### src/rtl/sbox_word_scheduler.sv
// Round-robin scheduler that shares one combinational S-box, one byte per cycle, between NUM_REQ word requesters.
// Optional build macro SBOX_SCHED_ROTWORD_EN adds req_rot, which applies RotWord to the word before substitution.
module sbox_word_scheduler #(
    parameter int NUM_REQ = 2,
    parameter int ID_W    = (NUM_REQ > 1) ? $clog2(NUM_REQ) : 1
) (
    input  logic                   clk,
    input  logic                   rst,
    input  logic [NUM_REQ-1:0]     req_valid,
    output logic [NUM_REQ-1:0]     req_ready,
    input  logic [32*NUM_REQ-1:0]  req_word,
    input  logic [NUM_REQ-1:0]     req_encrypt,
`ifdef SBOX_SCHED_ROTWORD_EN
    input  logic [NUM_REQ-1:0]     req_rot,
`endif
    output logic                   resp_valid,
    input  logic                   resp_ready,
    output logic [31:0]            resp_word,
    output logic [ID_W-1:0]        resp_id,
    output logic                   sbox_encrypt,
    output logic [7:0]             sbox_byte_in,
    input  logic [7:0]             sbox_byte_out
);

    typedef enum logic [1:0] {IDLE, SUB, RESP} state_t;

    state_t          state_q, state_d;
    logic [1:0]      idx_q, idx_d;
    logic [31:0]     word_q, word_d;
    logic [31:0]     res_q, res_d;
    logic            enc_q, enc_d;
    logic [ID_W-1:0] id_q, id_d;
    logic [ID_W-1:0] last_q, last_d;

    logic            found;
    logic [ID_W-1:0] gnt;
    logic [31:0]     sel_word;
    logic            sel_enc;
    logic            sel_rot;

    // Search begins one past the last grant, so the last winner has lowest priority.
    always_comb begin
        int              cand;
        logic [ID_W-1:0] cidx;
        found = 1'b0;
        gnt   = '0;
        cand  = 0;
        cidx  = '0;
        for (int i = 1; i <= NUM_REQ; i++) begin
            cand = int'(last_q) + i;
            if (cand >= NUM_REQ) cand = cand - NUM_REQ;
            cidx = ID_W'(cand);
            if (!found && req_valid[cidx]) begin
                found = 1'b1;
                gnt   = cidx;
            end
        end
    end

    always_comb begin
        sel_word = '0;
        sel_enc  = 1'b1;
        sel_rot  = 1'b0;
        for (int k = 0; k < NUM_REQ; k++) begin
            if (gnt == ID_W'(k)) begin
                sel_word = req_word[32*k +: 32];
                sel_enc  = req_encrypt[k];
`ifdef SBOX_SCHED_ROTWORD_EN
                sel_rot  = req_rot[k];
`endif
            end
        end
    end

    always_comb begin
        state_d      = state_q;
        idx_d        = idx_q;
        word_d       = word_q;
        res_d        = res_q;
        enc_d        = enc_q;
        id_d         = id_q;
        last_d       = last_q;
        req_ready    = '0;
        sbox_byte_in = 8'h00;
        sbox_encrypt = 1'b1;
        case (state_q)
            IDLE: begin
                if (found && !rst) begin
                    req_ready[gnt] = 1'b1;
                    word_d  = sel_rot ? {sel_word[23:0], sel_word[31:24]} : sel_word;
                    enc_d   = sel_enc;
                    id_d    = gnt;
                    last_d  = gnt;
                    idx_d   = 2'd0;
                    state_d = SUB;
                end
            end
            SUB: begin
                sbox_encrypt = enc_q;
                // Byte 0 is the most significant byte of the word.
                case (idx_q)
                    2'd0: begin sbox_byte_in = word_q[31:24]; res_d[31:24] = sbox_byte_out; end
                    2'd1: begin sbox_byte_in = word_q[23:16]; res_d[23:16] = sbox_byte_out; end
                    2'd2: begin sbox_byte_in = word_q[15:8];  res_d[15:8]  = sbox_byte_out; end
                    default: begin sbox_byte_in = word_q[7:0]; res_d[7:0]  = sbox_byte_out; end
                endcase
                idx_d = idx_q + 2'd1;
                if (idx_q == 2'd3) state_d = RESP;
            end
            RESP: begin
                if (resp_ready) state_d = IDLE;
            end
            default: state_d = IDLE;
        endcase
    end

    always_ff @(posedge clk or posedge rst) begin
        if (rst) begin
            state_q <= IDLE;
            idx_q   <= 2'd0;
            word_q  <= '0;
            res_q   <= '0;
            enc_q   <= 1'b1;
            id_q    <= '0;
            last_q  <= ID_W'(NUM_REQ - 1);
        end else begin
            state_q <= state_d;
            idx_q   <= idx_d;
            word_q  <= word_d;
            res_q   <= res_d;
            enc_q   <= enc_d;
            id_q    <= id_d;
            last_q  <= last_d;
        end
    end

    assign resp_valid = (state_q == RESP);
    assign resp_word  = res_q;
    assign resp_id    = id_q;

endmodule

### config.mk
export PLATFORM = sky130hd
export DESIGN_NAME = sbox_word_scheduler
export DESIGN_NICKNAME = d
export VERILOG_FILES = /design/src/rtl/sbox_word_scheduler.sv
export SDC_FILE = /design/constraint.sdc
export NUM_CORES = 1
export LEC_CHECK = 0
export CORE_MARGIN = 1
export CORE_UTILIZATION = 41
export CTS_CLUSTER_DIAMETER = 200
export DETAILED_ROUTE_END_ITERATION = 16
export GPL_TIMING_DRIVEN = 0
export MAX_ROUTING_LAYER = met4
export PLACE_DENSITY_LB_ADDON = 0.25
export SLEW_MARGIN = 20
export SYNTH_ARGS = -nofsm -noshare
export SYNTH_HDL_FRONTEND = slang
export SYNTH_SLANG_ARGS = --single-unit
### constraint.sdc
create_clock -name clk -period 2.2 [get_ports clk]
set_input_delay 0.44 -clock clk [delete_from_list [all_inputs] [get_ports clk]]
set_output_delay 0.44 -clock clk [all_outputs]
set_load 0.02 [all_outputs]
==> impl_metrics.json <==
{
  "status": "completed",
  "antenna_left": 0,
  "stdcell_count": 539,
  "yosysTopAreaCell": "dfrtp_1",
  "max-vdd-ir-drop_mv": 0.5685,
  "core_um2": 8175,
  "worst_pin_slew_ns": 0.5111,
  "grtUsageMet2": 0.3601,
  "finalCritPeriodShare": 0.9957,
  "cp_max_fo": 9,
  "cts_buffer_depth": 2,
  "skew_ns": 0.006042,
  "reg2regPathDepth": 6,
  "grtUsageTotal": 0.2368,
  "setup_viol": 0,
  "clock_latency_ns": 0.33,
  "top_usage_layer": "met2",
  "critPathKind": "reg2out",
  "routed_via_density": 5.440,
  "drt-initial-drc-count": 256,
  "vias": 2932,
  "num-fill-cells": 669,
  "clock.fmax_mhz": 456.5,
  "hold_viol_final": 0,
  "cts_tree": "built",
  "place_hpwl_mm": 6.939,
  "yosysSeqAreaShare": 0.5139,
  "rr_startpoint": "state_q[0]$_DFFE_PP0P_",
  "io_pins": 124,
  "cts.htree.levels": 3,
  "port_buffers": 122,
  "num_antenna_cells": 0,
  "maxCapViolCount": 0,
  "crit_path_end": "sbox_byte_in[4]",
  "grt_max_degree": 28,
  "avgSynthCellArea_um2": 12.02,
  "timing.hold.ws_ns": 0.5039,
  "ys_seq_elements": 71,
  "synth-edff-count": 0,
  "drive_above_1_share": 0.2995,
  "syn_nets": 373,
  "clk_pin_slew_ns": 0.07,
  "ys.flop_type": "dfrtp_1",
  "final_common_cell": "clkdlybuf4s50_1",
  "yosys.area.top_type_share": 0.4987,
  "grt_pass1_vias": 3018,
  "drc_errors": 0,
  "yosys-top-cells-area": "dfrtp_1 50%, mux2_2 10%, a221o_1 9.5%",
  "initial_core_util": 0.4235,
  "crit_required_ns": 1.76,
  "r2r_end": "word_q[28]$_DFFE_PP0P_",
  "use_met3": 0.04450,
  "max-slew-margin-rel": 0.6570,
  "yosysWarningCount": 0,
  "p_leak_uw": 0.002155,
  "netlist_area_um2": 3462,
  "placedCellCount": 517,
  "crit_path_end_kind": "output port",
  "final_cell_mix": "111 x clkdlybuf4s50_1, 68 x dfrtp_1, 38 x nand2_1",
  "numCtsBuffers": 9,
  "startpoint": "idx_q[0]$_DFFE_PP0P_",
  "fin_nets": 514,
  "rows": 33,
  "clock-sinks": 71,
  "ys_types": 28,
  "ff2ff_setup_slack_ns": 0.43,
  "met1_usage": 0.3143,
  "die_area_um2": 8815,
  "utilization": 0.6318,
  "die_w_um": 93.89,
  "antenna_found_initial": 0,
  "period_needed_ns": 2.191,
  "hp-class": "reg2reg",
  "die_h_um": 93.89,
  "gp_congestion": 0.8365,
  "rsz0062_at_grt": "yes",
  "cts_root_buffer": "clkbuf_8",
  "grt_pass1_wl_mm": 15.26,
  "start_kind": "flip-flop",
  "dr.pass1.iters": 7,
  "area_growth_pct": 49.19,
  "cp.arrival_ns": 1.75,
  "ys_async_sr_fraction": 1.000,
  "syn_inst": 288,
  "drv_slew": 0,
  "routedWlPerCell_um": 17.29,
  "p_per_area_nw_per_um2": 1405,
  "grt_overflow": 0,
  "wirelength_mm": 9.317
}
## repair_timing
action,CTS,global route
gates resized for setup,59,8
buffers inserted,6,3
pin swaps,3,6
endpoints found under the setup margin,11,11
hold buffers,0,0
## worst max-delay path, stage by stage (launching register included)
cell	delay (ns)
dfrtp_1	0.42
buf_4	0.16
ha_4	0.19
a222oi_1	0.29
a21oi_1	0.16
buf_4	0.19
## worst min path at each step
stage | to | slack [ns] | cells past startpoint | startpoint
finish | resp_word[0]$_DFFE_PP0P_ | 0.50 | 1 | resp_word[0]$_DFFE_PP0P_
global route | resp_word[4]$_DFFE_PP0P_ | 0.53 | 1 | resp_word[4]$_DFFE_PP0P_
CTS | resp_word[26]$_DFFE_PP0P_ | 0.51 | 1 | resp_word[26]$_DFFE_PP0P_
detailed placement | resp_word[3]$_DFFE_PP0P_ | 0.49 | 1 | resp_word[3]$_DFFE_PP0P_
global placement | resp_word[19]$_DFFE_PP0P_ | 0.49 | 1 | resp_word[19]$_DFFE_PP0P_
floorplan | word_q[0]$_DFFE_PP0P_ | 0.47 | 1 | word_q[0]$_DFFE_PP0P_
## kinds of logic after synthesis
| logic type | share of synthesized area |
|---|---|
| flip-flops | 0.5139 |
| AND/OR/NAND/NOR | 0.1583 |
| adder cells (fa/ha/maj) | 0.02168 |
| buffers and inverters | 0.04698 |
| multiplexers | 0.1041 |
| AO/OA/AOI/OAI | 0.1550 |
## sequential cells by signal, summed over array words and instances, names as in the netlist
register	flops
enc_q	1
word_q	32
idx_q	2
resp_id	1
resp_word	32
last_q	1
state_q	2
## where the power goes
| part | total, µW | internal [µW] | leakage (µW) | switching (µW) |
|---|---|---|---|---|
| Sequential | 2370 | 1970 | 0.000852 | 400 |
| Combinational | 3730 | 1930 | 0.00119 | 1800 |
| Clock | 1160 | 700 | 0.000114 | 457 |
| Total | 7260 | 4600 | 0.00215 | 2660 |
## cell usage after synthesis, types with 2 or more instances
cell type / number
nand2_1: 38
buf_6: 4
a21oi_1: 8
a222oi_1: 8
inv_1: 6
nand2_2: 3
clkbuf_1: 6
dfrtp_1: 69
nand2b_1: 2
o21ai_0: 9
a221o_1: 33
mux2_2: 32
nor2b_1: 3
nor3_1: 4
ha_1: 6
nor3_2: 30
dfstp_2: 2
buf_2: 13
o21a_1: 2
o21ai_1: 2
## layer usage
layer / part of all wire / wire, µm
met1: 0.43 / 4035
met4: 0.016 / 153
met3: 0.069 / 644
met5: 0 / 0
met2: 0.48 / 4483
## through the flow
stage	setup TNS, ns	instance area (µm²)	power [µW]	worst slack (ns)
floorplan	0	3466	4454	0.2946
global placement	-4.032	4818	5867	-0.6074
detailed placement	-4.177	4858	5974	-0.6193
CTS	-0.01348	5129	7222	-0.01348
global route	-0.2821	5165	7717	-0.07531
finish	0	5165	7258	0.009421
## layout make-up
cell class                 count  area, µm²  share of cell area
buffer                        21      161.4             0.03125
inverter                       6      28.78            0.005572
timing repair buffer         133       1289              0.2495
clock inverter                 3      65.06             0.01260
clock buffer                  13      158.9             0.03077
tap                          105      131.4             0.02544
sequential                    71       1780              0.3447
multi-input combinational    187       1550              0.3001
Note: power is estimated with default switching activity, not from simulation.
==> edit 1 (same flow settings) <==
The 3 states of `state_t` get a one-hot encoding in 3 bits.
--- a/src/rtl/sbox_word_scheduler.sv
+++ b/src/rtl/sbox_word_scheduler.sv
@@ -22,7 +22,7 @@
     input  logic [7:0]             sbox_byte_out
 );
 
-    typedef enum logic [1:0] {IDLE, SUB, RESP} state_t;
+    typedef enum logic [2:0] {IDLE = 3'b001, SUB = 3'b010, RESP = 3'b100} state_t;
 
     state_t          state_q, state_d;
     logic [1:0]      idx_q, idx_d;
Check against the original RTL: same outputs for any inputs over 10 cycles, from zero or initial values and one cycle with rst high; not proved beyond that.
==> edit 1 against the original RTL <==
The flow now finishes with violations (negative setup slack). Critical endpoint is now sbox_byte_in[5]. Non-clock buffer count did not move. Synthesized area is 1.8% higher. Routed wire length fell by 8.0%. Highest routed layer unchanged. Setup slack got worse by 230 ps. Final area is 3.0% higher. Count of clock-buffer cells in the layout shrank 2. Sequential cell count grew 1. Power is 12% lower. Worst hold slack worse by 290 ps. First-iteration DRC count is 59% lower. Clock power fell by 5%.
==> edit 1: results (changes against the original RTL) <==
Run status
  • Status: complete, but fails checks
  • Failing checks: negative setup slack

Synthesis
  • Syn Nets: 340 (-8.8%)
  • Synth cell count leaders: mux2_2 (98), dfrtp_1 (69), and2_1 (12), nand2_1 (9)
  • Synth area leaders: dfrtp_1 (49%), mux2_2 (31%), a222oi_1 (2.3%)
  • Netlist cell types: 29 (+3.6%)

Hold path
  • Worst min path class: in2async

Routing
  • Vias: 2634 (-10%)
  • Initial drt markers: 105 (-59%)
  • Initial DRT Pass Iterations: 5 (-2)

Global route
  • Largest net degree at the start of global routing: 34 (+21%)
  • GRT Util Overall: 20.8% (-2.8 points)
  • First-pass GRT wire length: 13600 um (-11%)
  • Vias in the first global route: 2673 (-11%)

Timing
  • Setup TNS: -1460 ps (-1460 ps)
  • # setup viols final: 8 (+8)
  • Clk_skew: 6.52 ps (+0.477 ps)
  • Final Worst Setup Slack: -222 ps (-232 ps)

Place
  • PortBufs: 123 (+0.82%)
  • Gpl congestion: 0.723 (-14%)

Setup path
  • Max FO, Critical Path: 6 (-3)
  • FF-to-FF setup slack: 300 ps (-130 ps)
  • Slowest cell on the critical path: a222oi_1
  • Crit path DAT: 1980 ps (+230 ps)
  • Critical Path End: sbox_byte_in[5]

Final layout
  • Layout cells sized above 1: 42.5% (+13 points)

Pwr
  • Leakage: 0.00227 uW (+5.3%)
  • Max VDD drop: 0.626 mV (+10%)
-- edit 1: layout make-up --
class	instances	area, um^2
clock inverters	5	62.6
multi-input cells	162	1640
inverters	5	22.5
flip-flops and latches	72	1810
plain buffers	13	116
clock buffers	11	151
fillers	663	2940
well taps	105	131
repair buffers	141	1380
-- edit 1: worst min-delay path by stage --
stage	cells past startpoint	end	slack, ps
CTS	1	word_q[26]	510
global placement	1	resp_id	470
floorplan	1	word_q[24]	480
detailed placement	1	resp_id	490
finish	2	resp_id	210
global route	2	resp_word[25]	230
-- edit 1: routing by layer --
layer / wire [um] / vias up / global-route usage, %
li1: - / 1218 / -
met1: 3800 / 1330 / 27.6
met2: 4250 / 78 / 32.6
met3: 436 / 8 / 4.67
met4: 85 / 0 / 5.05
met5: 0 / - / -
-- edit 1: kinds of logic after synthesis --
group,after synthesis,share of synthesized area [%]
AO/OA/AOI/OAI,22,4.58
adder cells (fa/ha/maj),5,1.77
buffers and inverters,22,4.08
flip-flops,72,51.2
multiplexers,101,32.2
AND/OR/NAND/NOR,34,6.14
-- edit 1: power breakdown --
| part | leakage, uW | switching (uW) | total, uW | internal (uW) |
|---|---|---|---|---|
| registers | 0.000891 | 340 | 2300 | 1960 |
| clock network | 0.000103 | 509 | 1100 | 594 |
| logic | 0.00128 | 1270 | 2970 | 1700 |
| total | 0.00227 | 2120 | 6370 | 4250 |
-- edit 1: stage by stage --
step                      setup slack, ps  instance area, um^2  cells  hold WS [ps]
after floorplan                       270                 3530    256           479
after global placement               -737                 4890    484           469
after detailed placement             -751                 4930    486           486
after CTS                            -214                 5240    510           513
after global routing                 -326                 5320    514           227
final                                -222                 5320    514           212
-- edit 1: timing repair --
item / CTS / global route
setup endpoints to repair: 12 / 10
setup buffers: 12 / 4
resized for setup: 65 / 21
pin swaps: 9 / 14
==> edit 2 (config.mk and constraints unchanged) <==
Made on the original files. Change the parameter `NUM_REQ` from 2 to 1.
--- a/src/rtl/sbox_word_scheduler.sv
+++ b/src/rtl/sbox_word_scheduler.sv
@@ -1,7 +1,7 @@
 // Round-robin scheduler that shares one combinational S-box, one byte per cycle, between NUM_REQ word requesters.
 // Optional build macro SBOX_SCHED_ROTWORD_EN adds req_rot, which applies RotWord to the word before substitution.
 module sbox_word_scheduler #(
-    parameter int NUM_REQ = 2,
+    parameter int NUM_REQ = 1,
     parameter int ID_W    = (NUM_REQ > 1) ? $clog2(NUM_REQ) : 1
 ) (
     input  logic                   clk,
Ports: changed (resized req_encrypt, req_ready, req_valid and req_word); port bits go from 124 to 89. The function was not compared with the original's and may differ.
==> edit 2 against the original RTL <==
The run now ends with negative setup slack left. Routed wire length is 23% lower. Largest power group unchanged. Sequential cell count is 1 lower. Non-clock buffer count is 44 lower. Synthesized area is 7.7% lower. Final area is 13% lower. Setup slack worse by 77 ps. Critical path type unchanged. Power is 8.9% lower.
==> edit 2: results (changes against the original RTL) <==
Final layout
  • Fin cells: 477 (-12%)
  • Layout cells sized above 1: 31.5% (+1.5 points)
  • Final #Nets: 423 (-18%)

Clock tree
  • Post-CTS resize count: 53 (-10%)
  • Setup bufs post-CTS: 5 (-1)

Routing
  • Routed wl met2: 3540 um (-21%)
  • Met1 Wirelength: 3120 um (-23%)

Setup path
  • R2R Path Start: state_q[1]
  • Worst R2R End: word_q[27]
  • Crit path DAT: 1830 ps (+80 ps)
  • Critical path startpoint: idx_q[1]
  • FF-to-FF setup slack: 530 ps (+100 ps)
  • Critical Path End: sbox_byte_in[6]

Global route
  • Grt met2 use: 30.2% (-5.9 points)
  • First-pass GRT wire length: 11900 um (-22%)
  • Global Route met3 Usage: 4.97% (+0.52 points)
  • Largest net degree at the start of global routing: 29 (+3.6%)
  • GRT Util Overall: 19.4% (-4.2 points)

Timing
  • Clk_skew: 6.43 ps (+0.384 ps)
  • Final Worst Setup Slack: -68.0 ps (-77.4 ps)
  • Fin Hold WS: 287 ps (-217 ps)
  • # setup viols final: 3 (+3)

Synthesis
  • Mux contribution to synthesized area: 11.3% (+0.87 points)
  • Synth Area in Adders: 1.96% (-0.21 points)
  • Synth area leaders: dfrtp_1 (54%), mux2_2 (11%), o21ai_2 (9.0%)
  • Synth cell count leaders: dfrtp_1 (69), nand2_1 (39), nand2b_1 (34), o21ai_2 (33), mux2_2 (32)

Place
  • # placed instances: 459 (-11%)
  • Pre-CTS setup slack: -648 ps (-28.4 ps)

Run status
  • Failing checks: negative setup slack
  • Status: complete, but fails checks

Pwr
  • Seq pwr: 2280 uW (-4%)
  • Max VDD drop: 0.432 mV (-24%)
-- edit 2: cell count changes in the layout (fill, tap and decap cells not counted), sizes merged, moves of 3 or more --
cell           delta
a221o            -33
buf              -12
clkbuf            -3
clkdlybuf4s50    -34
nand2b           +32
nor3             -34
o21ai            +32
-- edit 2: cell families after synthesis --
group / Yosys count
buffers and inverters: 23
AO/OA/AOI/OAI: 60
AND/OR/NAND/NOR: 80
adder cells (fa/ha/maj): 5
multiplexers: 32
flip-flops: 70
-- edit 2: through the flow --
step	setup TNS, ps	power, uW
after CTS	-112	6620
after global routing	-524	7010
after floorplan	0	4090
final	-105	6610
after detailed placement	-2900	5380
after global placement	-2860	5290
-- edit 2: cell type report --
cell class                      count  area [um^2]  area share [%]
Tap cell                           99          124            2.74
Inverter                            5         22.5           0.499
Clock inverter                      7          105            2.33
Buffer                             13          103            2.27
Clock buffer                        9          124            2.74
Timing Repair Buffer               97          945            20.9
Sequential cell                    70         1750            38.9
Multi-Input combinational cell    177         1340            29.6
